<file path="config.mk">
export PLATFORM = sky130hd
export DESIGN_NAME = sdram_arbiter
export DESIGN_NICKNAME = d
export VERILOG_FILES = /design/src/rtl/sdram_arbiter.sv
export SDC_FILE = /design/constraint.sdc
export NUM_CORES = 1
export LEC_CHECK = 0
export CORE_MARGIN = 2
export CORE_UTILIZATION = 41
export DETAILED_ROUTE_END_ITERATION = 12
export HOLD_SLACK_MARGIN = 0.12
export PLACE_DENSITY = 0.86
export SETUP_SLACK_MARGIN = 0.05
export SKIP_CTS_REPAIR_TIMING = 1
export SYNTH_ARGS = -nofsm -noshare
export SYNTH_HDL_FRONTEND = slang
export SYNTH_SLANG_ARGS = --single-unit
export TNS_END_PERCENT = 5
</file>
<file path="constraint.sdc">
create_clock -name i_clk -period 4.7 [get_ports i_clk]
set_input_delay 0.705 -clock i_clk [delete_from_list [all_inputs] [get_ports i_clk]]
set_output_delay 0.705 -clock i_clk [all_outputs]
set_load 0.01 [all_outputs]
</file>
<file path="src/rtl/sdram_arbiter.sv">
// sdram_arbiter: two-port (instruction/data) arbiter in front of a single
// SDRAM controller port. One transaction outstanding at a time:
// IDLE (grant + latch) -> BUSY (hold request until controller ack) -> DONE (ack pulse).
// Optional build macro SDRAM_ARB_ROUND_ROBIN_EN: alternate grants under contention;
// without it port 1 (data) always wins over port 0 (instruction).
module sdram_arbiter #(
    parameter int AW = 25,
    parameter int DW = 32
) (
    input  logic            i_clk,
    input  logic            i_rst,
    input  logic            i_req0,
    input  logic            i_we0,
    input  logic [AW-1:0]   i_addr0,
    input  logic [DW-1:0]   i_wdata0,
    input  logic [DW/8-1:0] i_wstrb0,
    output logic            o_ack0,
    output logic [DW-1:0]   o_rdata0,
    input  logic            i_req1,
    input  logic            i_we1,
    input  logic [AW-1:0]   i_addr1,
    input  logic [DW-1:0]   i_wdata1,
    input  logic [DW/8-1:0] i_wstrb1,
    output logic            o_ack1,
    output logic [DW-1:0]   o_rdata1,
    output logic            o_mem_req,
    output logic            o_mem_we,
    output logic [AW-1:0]   o_mem_addr,
    output logic [DW-1:0]   o_mem_wdata,
    output logic [DW/8-1:0] o_mem_wstrb,
    input  logic            i_mem_ack,
    input  logic [DW-1:0]   i_mem_rdata
);

    typedef enum logic [1:0] {
        IDLE = 2'd0,
        BUSY = 2'd1,
        DONE = 2'd2
    } state_t;

    state_t state_q, state_d;
    logic   grant_sel;   // port chosen this cycle (0 or 1)
    logic   take;        // IDLE with a request: latch the chosen port
    logic   gnt_q;       // port owning the outstanding transaction
    logic   mem_done;    // controller completion seen while BUSY

`ifdef SDRAM_ARB_ROUND_ROBIN_EN
    logic last_q;        // port granted most recently
`endif

    assign mem_done = (state_q == BUSY) && i_mem_ack;

    // Arbitration choice among the currently raised requests
    always_comb begin
        grant_sel = 1'b0;
`ifdef SDRAM_ARB_ROUND_ROBIN_EN
        if (i_req0 && i_req1)
            grant_sel = ~last_q;
        else
            grant_sel = i_req1;
`else
        grant_sel = i_req1;
`endif
    end

    // Next-state logic; DONE returns to IDLE unconditionally so requests seen there are ignored
    always_comb begin
        state_d = state_q;
        take    = 1'b0;
        case (state_q)
            IDLE: begin
                if (i_req0 || i_req1) begin
                    take    = 1'b1;
                    state_d = BUSY;
                end
            end
            BUSY: begin
                if (i_mem_ack)
                    state_d = DONE;
            end
            DONE:    state_d = IDLE;
            default: state_d = IDLE;
        endcase
    end

    // State register
    always_ff @(posedge i_clk or posedge i_rst) begin
        if (i_rst)
            state_q <= IDLE;
        else
            state_q <= state_d;
    end

    // Memory-side request registers: loaded on grant, held until controller ack
    always_ff @(posedge i_clk or posedge i_rst) begin
        if (i_rst) begin
            o_mem_req   <= 1'b0;
            o_mem_we    <= 1'b0;
            o_mem_addr  <= '0;
            o_mem_wdata <= '0;
            o_mem_wstrb <= '0;
            gnt_q       <= 1'b0;
        end else if (take) begin
            o_mem_req   <= 1'b1;
            gnt_q       <= grant_sel;
            o_mem_we    <= grant_sel ? i_we1    : i_we0;
            o_mem_addr  <= grant_sel ? i_addr1  : i_addr0;
            o_mem_wdata <= grant_sel ? i_wdata1 : i_wdata0;
            o_mem_wstrb <= grant_sel ? i_wstrb1 : i_wstrb0;
        end else if (mem_done) begin
            o_mem_req   <= 1'b0;
        end
    end

    // Requester-side response: capture read data per port, ack lands in the DONE cycle
    always_ff @(posedge i_clk or posedge i_rst) begin
        if (i_rst) begin
            o_ack0   <= 1'b0;
            o_ack1   <= 1'b0;
            o_rdata0 <= '0;
            o_rdata1 <= '0;
        end else begin
            o_ack0 <= mem_done && !gnt_q;
            o_ack1 <= mem_done &&  gnt_q;
            if (mem_done && !gnt_q)
                o_rdata0 <= i_mem_rdata;
            if (mem_done && gnt_q)
                o_rdata1 <= i_mem_rdata;
        end
    end

`ifdef SDRAM_ARB_ROUND_ROBIN_EN
    // Round-robin pointer: remembers the last granted port
    always_ff @(posedge i_clk or posedge i_rst) begin
        if (i_rst)
            last_q <= 1'b0;
        else if (take)
            last_q <= grant_sel;
    end
`endif

endmodule
</file>
==> results.tsv, run 1 <==
stage	metric	value	unit
run_status	status	completed	
setup_path	r2r setup slk	2.65	ns
setup_path	Critical Path Source	i_req0	
setup_path	R2R Path End	o_mem_addr[21]	
worst_hold_path	hold crit path type	register to register	
finish	Layout Nets	804	
synthesis	post-synth top area share	56.2	%
placed_design	port buffer count	289	
finish	FF/Latch Area	3300	um^2
setup_path	worst r2r src	state_q[0]	
synthesis	Post-synth top cells	132 x dfrtp_1, 112 x mux2_2, 48 x mux2_4	
flow_run	total of max-cap violations	0	
timing	RSZ-0062 raised after global routing	false	
finish	Layout area overhead	61.5	%
synthesis	ys flop type	dfrtp_1	
timing	Setup violations, final	0	
timing	Fin. Hold Viols	0	
finish	ratio of cells with drive above 1 in the final layout	30.6	%
route	antenna-violating nets left	0	
pwr	Switching Share	28.8	%
global_route	GRT overflow	0	
pwr	power share of the clock group	22.8	%
finish	number of diodes	0	
die	Core Box Area	13900	um^2
die	row cnt	43	
synthesis	post-synthesis cell area	5880	um^2
global_route	GRT Overall Usage	20.3	%
synthesis	library cells used by synthesis	18	
synthesis	Synth area leaders	dfrtp_1 56%, mux2_2 21%, mux2_4 12%	
synthesis	Post-synth EDFFs	0	
synthesis	Avg Cell Area, Syn	16.7	um^2
setup_path	Critical Path Sink	o_mem_addr[21]	
pwr	VDD IR max	0.391	mV
global_route	vias in the first global route	4454	
finish	Fill cells	962	
route	vias per cell	4.82	
route	DRC errors left	0	
synthesis	asr flop ratio synth	100	%
global_route	initial antenna violation count	0	
setup_path	CP Capture Type	register	
setup_path	CP arrival	2.63	ns
pwr	Seq pwr share	32.6	%
setup_path	kind of critical path	primary input to register	
global_route	first-pass GRT wire length	23300	um
finish	Finished Layout Cells	836	
placed_design	Post-Place Cells	804	
cts	H-tree levels	4	
synthesis	Synth Instances	352	
setup_path	crit-path max FO	65	
synthesis	Syn Nets	513	
die	I/O pin count	290	
die	Die X	124	um
die	Die Y-Extent	124	um
timing	Slew headroom	26.5	%
route	vias	4028	
route	final wirelength	15700	um
placed_design	Detail Placement HPWL	11300	um
pwr	Internal	4.48	mW
global_route	largest net degree at the start of global routing	74	
synthesis	leading area contributor after synthesis	dfrtp_1	
synthesis	Synth Register Bits	132	
route	drt pass-1 iters	4	
cts	Max Root-Sink Buffers	2	
finish	design area	9500	um^2
pwr	Logic pwr share	44.6	%
timing	Final period util	49.7	%
synthesis	top-count cell post-synth	dfrtp_1	
timing	setup TNS	0	ns
setup_path	Startpoint Class	primary input	
route	WL per Instance	18.8	um
cts	Root Buffer Master	clkbuf_16	
placed_design	Area after DPL	8850	um^2
cts	CTS tree	done	
pwr	Leak	4.01	nW
route	Detailed Route Iter0 Violations	164	
cts	Clock Latency Late Sink	0.41	ns
die	Initial Util	42.2	%
setup_path	worst reg2reg path depth	3	
timing	Final Max Tran Viols	0	
timing	skew final	0.00711	ns
placed_design	RD Place Congestion	0.747	
timing	f_max	428	MHz
pwr	PD cells	662	nW/um^2
cts	TritonCTS buffer count	17	
finish	Multi-input gate area	2390	um^2
die	die area	15300	um^2
pwr	Switch Pwr	1.81	mW
timing	min Tclk post-route	2.33	ns
cts	Worst-path clk slew	0.05	ns
cts	clock sink total	132	
synthesis	sequential share of the synthesized area	56.2	%
timing	Worst Max-Slew Pin Slew	1.10	ns
setup_path	Worst EP required	4.99	ns
synthesis	Synth Warn #	0	
-- area by class of cell --
cell class	count	share of cell area [%]
Timing Repair Buffer	292	30.8
Inverter	3	0.145
Clock buffer	22	4.89
Multi-Input combinational cell	197	25.2
Sequential cell	132	34.8
Clock inverter	10	1.87
Tap cell	180	2.37
-- stage by stage --
stage	power [mW]	setup slack [ns]	util, %	hold slack (ns)
2_1_floorplan	3.38	0.469	-	0.518
3_3_place_gp	4.77	2.00	63.5	0.473
3_5_place_dp	4.87	1.94	63.5	0.467
4_1_cts	6.35	2.36	68.2	0.492
5_1_grt	6.58	2.31	68.2	0.498
6_report	6.29	2.37	68.2	0.489
-- power groups by stage --
stage / combinational, mW / clock, mW / sequential, mW
after floorplan: 1.09 / 0 / 2.29
after global placement: 2.75 / 0 / 2.02
after detailed placement: 2.81 / 0 / 2.06
after CTS: 2.84 / 1.46 / 2.05
after global routing: 2.95 / 1.52 / 2.12
final: 2.80 / 1.44 / 2.05
-- routing by layer --
layer | track usage, % | vias to the layer above | part of all wire [%]
li1 | - | 1835 | -
met1 | 21.8 | 1966 | 37
met2 | 35.4 | 188 | 51
met3 | 7.33 | 39 | 9.2
met4 | 10.2 | 0 | 3.1
met5 | 0 | - | 0
-- worst max-delay path, cell delays in order --
cell             delay [ns]
clkdlybuf4s50_1        0.48
nor2_2                 0.05
nor3_4                 0.09
buf_4                  0.84
mux2_2                 0.43
-- cells in the final DEF (no fill, tap or decap), drive strengths merged, types with 2 or more instances in the layout --
master	synthesis	layout
bufinv	0	5
nor2	2	2
dfrtp	132	132
clkdlybuf4s50	0	288
clkbuf	0	22
mux2	189	189
clkinv	0	4
inv	3	3
buf	20	4
-- kinds of logic (layout without fill, tap and decap cells) --
family,after synthesis,after routing,synth area share (%)
and+or+nand+nor,7,7,1.15
buffers and inverters,23,327,3.28
AOI/OAI and AO/OA,1,1,0.128
muxes,189,189,39.3
DFF,132,132,56.2
-- worst min path at each step --
stage | startpoint | to | slack [ns] | cells past startpoint
2_1_floorplan | o_mem_req | o_mem_req | 0.52 | 1
3_3_place_gp | o_rdata1[2] | o_rdata1[2] | 0.47 | 1
3_5_place_dp | o_mem_req | o_mem_req | 0.47 | 1
4_1_cts | o_rdata1[16] | o_rdata1[16] | 0.49 | 1
5_1_grt | o_rdata1[16] | o_rdata1[16] | 0.50 | 1
6_report | o_rdata1[16] | o_rdata1[16] | 0.49 | 1
-- flip-flops by register name (all words and copies together), names as in the netlist --
| signal | count |
|---|---|
| gnt_q | 1 |
| o_ack0 | 1 |
| o_ack1 | 1 |
| o_mem_addr | 25 |
| o_mem_req | 1 |
| o_mem_wdata | 32 |
| o_mem_we | 1 |
| o_mem_wstrb | 4 |
| o_rdata0 | 32 |
| o_rdata1 | 32 |
| state_q | 2 |
No activity file was read; power rests on OpenSTA's default activity.
==> inputs of run 2 (changes only) <==
Clock period 4.7 ns to 2.22 ns, I/O delays scaled along.
==> results.tsv, run 2 (synthesis gave the netlist of run 1 again) <==
stage	metric	value	unit	change
timing	setup TNS	0	ns	unchanged
global_route	largest net degree at the start of global routing	76		+2.7%
pwr	Switching Share	29.9	%	+1.1 points
timing	Slew headroom	73.7	%	+47 points
pwr	PD cells	1370	nW/um^2	+110%
setup_path	crit-path max FO	2		-97%
pwr	Logic pwr share	45.5	%	+0.9 points
timing	min Tclk post-route	1.69	ns	
route	antenna-violating nets left	0		unchanged
global_route	GRT Overall Usage	20.2	%	-0.14 points
route	WL per Instance	18.3	um	-2.4%
die	Core Box Area	13900	um^2	unchanged
cts	CTS tree	done		
finish	Fill cells	953		-0.94%
route	vias	4117		+2.2%
pwr	Switch Pwr	3.91	mW	+120%
finish	Finished Layout Cells	842		+0.72%
cts	Worst-path clk slew	0.06	ns	about the same
finish	largest registers	o_mem_wdata (32), o_rdata0 (32), o_rdata1 (32)		
placed_design	Area after DPL	8950	um^2	+1.1%
finish	design area	9540	um^2	+0.49%
setup_path	crit path cell chain	clkdlybuf4s50_1		
global_route	vias in the first global route	4425		-0.65%
timing	f_max	592	MHz	
finish	most frequent cells in the layout	288 x clkdlybuf4s50_1, 132 x dfrtp_1, 112 x mux2_2, 48 x mux2_4, 29 x mux2_1		
route	DRC errors left	0		unchanged
pwr	power share of the clock group	21.3	%	-1.5 points
placed_design	port buffer count	289		unchanged
finish	Layout Nets	810		+0.75%
global_route	first-pass GRT wire length	23200	um	-0.48%
cts	Clock Latency Late Sink	0.42	ns	about the same
route	Detailed Route Iter0 Violations	147		-10%
die	Die X	124	um	unchanged
pwr	Seq pwr share	33.2	%	+0.6 points
cts	Max Root-Sink Buffers	2		unchanged
die	Initial Util	42.2	%	unchanged
flow_run	total of max-cap violations	0		unchanged
setup_path	slowest cell on the critical path	clkdlybuf4s50_1		
timing	Worst Max-Slew Pin Slew	0.394	ns	-0.708 ns
timing	Final period util	76.1	%	
cts	clock sink total	132		unchanged
setup_path	CP delay by family, top	buffers and inverters		
route	vias per cell	4.89		+1.5%
pwr	VDD IR max	0.777	mV	+99%
die	row cnt	43		unchanged
timing	Fin. Hold Viols	0		unchanged
setup_path	kind of critical path	register to output port		
timing	Min Hold Slack	0.400	ns	-0.0885 ns
die	I/O pin count	290		unchanged
route	drt pass-1 iters	4		unchanged
cts	H-tree levels	4		unchanged
timing	skew final	0.00896	ns	+0.00185 ns
finish	Layout area overhead	62.3	%	
setup_path	worst reg2reg path depth	3		unchanged
pwr	Leak	4.02	nW	+0.25%
setup_path	CP bufs+invs	1		-1
pwr	Internal	9.18	mW	+100%
placed_design	RD Place Congestion	0.731		-2.1%
setup_path	CP arrival	1.36	ns	-1.27 ns
worst_hold_path	hold crit path type	primary input to async pin		
finish	final core occ	68.5	%	+0.33 points
placed_design	Detail Placement HPWL	11500	um	+1.8%
finish	number of diodes	0		unchanged
timing	Final Max Tran Viols	0		unchanged
setup_path	Worst EP required	1.89	ns	-3.10 ns
setup_path	Max stage delay on crit path	0.60	ns	-0.24 ns
cts	Root Buffer Master	clkbuf_16		
finish	ratio of cells with drive above 1 in the final layout	31.6	%	+0.93 points
global_route	GRT overflow	0		unchanged
placed_design	Post-Place Cells	810		+0.75%
die	die area	15300	um^2	unchanged
timing	Setup violations, final	0		unchanged
run_status	status	completed		
setup_path	CP Capture Type	output port		
route	final wirelength	15400	um	-1.7%
setup_path	Startpoint Class	register		
die	Die Y-Extent	124	um	unchanged
global_route	initial antenna violation count	0		unchanged
finish	most common cell after layout, fill and taps aside	clkdlybuf4s50_1		
setup_path	CP Depth	1		-4
timing	RSZ-0062 raised after global routing	false		
cts	TritonCTS buffer count	17		unchanged
-- run 2: final cells by class --
cell class | count | area, um^2 | area share [%]
clock inverters | 13 | 149 | 1.56
clock buffers | 19 | 443 | 4.64
well taps | 180 | 225 | 2.36
flip-flops and latches | 132 | 3300 | 34.6
multi-input cells | 197 | 2390 | 25.0
repair buffers | 298 | 3020 | 31.6
inverters | 3 | 15.0 | 0.157
-- run 2: path summary, 6_finish.rpt --
check	start	end	slack, ns
max in group asynchronous	i_rst	o_mem_req	1.48
min in group i_clk	o_mem_req	o_mem_req	0.47
worst max-delay path	o_mem_wdata[8]	o_mem_wdata[8]	0.53
worst min register to register	o_mem_req	o_mem_req	0.47
worst min-delay path	i_rst	o_mem_wdata[19]	0.40
worst max register to register	state_q[0]	o_mem_addr[15]	0.70
-- run 2: per-layer routing --
metal,wire (um),global-route usage (%)
met3,1460,7.78
met4,311,7.60
met5,0,0
met1,5730,22.7
met2,7940,34.8
-- run 2: power groups by stage --
stage	logic (mW)	clock network, mW	registers, mW
after floorplan	2.31	0	4.85
after global placement	5.85	0	4.31
after detailed placement	6.01	0	4.38
after CTS	6.05	2.84	4.36
after global routing	6.28	2.95	4.50
final	5.96	2.78	4.35
-- run 2: worst reg2reg max path: stages (launching register included) --
cell and delay, ns:
dfrtp_1 0.44, nor3_4 0.24, buf_4 0.33, mux2_2 0.39
-- run 2: stage by stage --
step	power, mW	worst slack [ns]
final	13.1	0.530
after global routing	13.7	0.468
after CTS	13.2	0.503
after detailed placement	10.4	0.319
after global placement	10.2	0.362
after floorplan	7.16	0.250
==> inputs of run 3 (changes only) <==
Settings changed: CORE_UTILIZATION 41 to 37, PLACE_DENSITY 0.86 to 0.82.
Clock period 2.22 ns to 1.55 ns, I/O delays scaled along.
==> results.tsv, run 3 (synthesis gave the netlist of run 1 again) <==
stage	metric	value	unit	change
die	Die Y-Extent	130	um	+5.1%
pwr	Internal	13.2	mW	+43%
die	Core Box Area	15700	um^2	+13%
pwr	Overall Power	18.8	mW	+44%
route	vias	4160		+1.0%
timing	Final Max Tran Viols	0		unchanged
global_route	first-pass GRT wire length	24300	um	+4.6%
global_route	GRT Overall Usage	18.9	%	-1.4 points
route	WL per Instance	18.4	um	+0.60%
cts	Max Root-Sink Buffers	2		unchanged
timing	skew final	0.00571	ns	-0.00326 ns
finish	number of diodes	0		unchanged
timing	RSZ-0062 raised after global routing	true		
global_route	GRT overflow	0		unchanged
setup_path	crit-path max FO	14		+12
pwr	power share of the clock group	21.9	%	+0.6 points
timing	Fin. Hold Viols	0		unchanged
pwr	Switch Pwr	5.67	mW	+45%
pwr	Logic pwr share	45.3	%	-0.2 points
pwr	Seq pwr share	32.8	%	-0.4 points
finish	most common cell after layout, fill and taps aside	clkdlybuf4s50_1		
timing	setup TNS	0	ns	unchanged
die	Die X	130	um	+5.1%
setup_path	CP arrival	1.80	ns	+0.44 ns
pwr	Leak	5.38	nW	+34%
die	Initial Util	37.4	%	-4.8 points
route	antenna-violating nets left	0		unchanged
route	drt pass-1 iters	4		unchanged
finish	Layout area overhead	71.6	%	
timing	Final period util	97.1	%	
route	vias per cell	4.69		-4.1%
placed_design	port buffer count	289		unchanged
pwr	PD cells	1870	nW/um^2	+36%
finish	Layout Nets	819		+1.1%
cts	CTS tree	done		
global_route	vias in the first global route	4611		+4.2%
die	I/O pin count	290		unchanged
timing	worst setup margin	0.0453	ns	-0.484 ns
route	Detailed Route Iter0 Violations	97		-34%
finish	ratio of cells with drive above 1 in the final layout	32.9	%	+1.4 points
pwr	Switching Share	30.1	%	+0.22 points
timing	Worst Max-Slew Pin Slew	0.406	ns	+0.0113 ns
setup_path	CP Capture Type	register		
route	final wirelength	16400	um	+6.0%
timing	min Tclk post-route	1.50	ns	
setup_path	kind of critical path	register to register		
die	row cnt	46		+7.0%
cts	Root Buffer Master	clkbuf_16		
worst_hold_path	hold crit path type	primary input to async pin		
cts	TritonCTS buffer count	17		unchanged
placed_design	pre-CTS setup slack	-0.276	ns	-0.595 ns
pwr	VDD IR max	1.10	mV	+42%
die	die area	16900	um^2	+10%
flow_run	total of max-cap violations	0		unchanged
setup_path	worst reg2reg path depth	4		+1
timing	Slew headroom	72.9	%	-0.76 points
placed_design	Detail Placement HPWL	12200	um	+5.9%
cts	clock sink total	132		unchanged
finish	largest registers	o_mem_wdata (32), o_rdata0 (32), o_rdata1 (32)		
timing	Setup violations, final	0		unchanged
global_route	largest net degree at the start of global routing	78		+2.6%
setup_path	Startpoint Class	register		
timing	f_max	665	MHz	
cts	Worst-path clk slew	0.06	ns	about the same
cts	Clock Latency Late Sink	0.41	ns	about the same
cts	H-tree levels	4		unchanged
global_route	initial antenna violation count	0		unchanged
setup_path	Worst EP required	1.84	ns	-0.05 ns
finish	most frequent cells in the layout	159 x clkdlybuf4s50_1, 132 x dfrtp_1, 129 x dlymetal6s2s_1, 99 x mux2_2, 63 x mux2_4		
run_status	status	completed		
route	DRC errors left	0		unchanged
placed_design	RD Place Congestion	0.759		+3.9%
==> run 3: changes by cell type in the layout (fill, tap and decap cells not counted) <==
cell	delta
mux2_1	-2
bufinv_16	+1
dlymetal6s2s_1	+129
clkinv_4	+1
mux2_4	+15
buf_6	+1
inv_6	-2
clkinvlp_4	+1
buf_12	+2
mux2_2	-13
clkdlybuf4s50_1	-129
clkbuf_1	-1
buf_4	+6
==> run 3: cell type report <==
type,instances,area (um^2)
Inverter,3,15.0
Clock inverter,14,178
Tap cell,216,270
Multi-Input combinational cell,197,2450
Fill cell,1136,5620
Clock buffer,18,439
Sequential cell,132,3300
Timing Repair Buffer,307,3440
==> run 3: worst paths after layout <==
kind                       slack (ns)   startpoint         endpoint
max                              0.05   state_q[1]  o_mem_wdata[18]
min                              0.28        i_rst      o_rdata0[5]
max reg2reg                      0.05   state_q[1]  o_mem_wdata[18]
min reg2reg                      0.48  o_rdata1[8]      o_rdata1[8]
max in group asynchronous        0.90        i_rst   o_mem_addr[11]
min in group i_clk               0.39       i_req1   o_mem_addr[18]
==> run 3: routing by layer <==
layer / GRT usage (%) / share of wire (%)
met1: 20.1 / 36
met3: 7.42 / 8.7
met5: 0 / 0
met4: 6.96 / 2.3
met2: 33.8 / 53
==> run 3: power groups by stage <==
stage,sequential (mW),combinational [mW],clock [mW]
2_1_floorplan,6.94,3.31,0
3_3_place_gp,6.16,8.61,0
3_5_place_dp,6.27,8.85,0
4_1_cts,6.25,8.90,4.22
5_1_grt,6.41,9.01,4.38
6_report,6.18,8.53,4.13
==> run 3: stage by stage <==
stage	cells	hold slack, ns	area (um^2)	utilization, %
floorplan	352	0.364	5880	-
global placement	855	0.463	9090	57.8
detailed placement	855	0.480	9090	57.8
CTS	887	0.289	9710	61.8
global route	887	0.298	10100	64.2
finish	887	0.282	10100	64.2
==> run 3: critical path, stage by stage (launching register included) <==
cell     delay [ns]
dfrtp_1        0.41
nor3_4         0.29
buf_12         0.19
buf_12         0.17
mux2_4         0.31
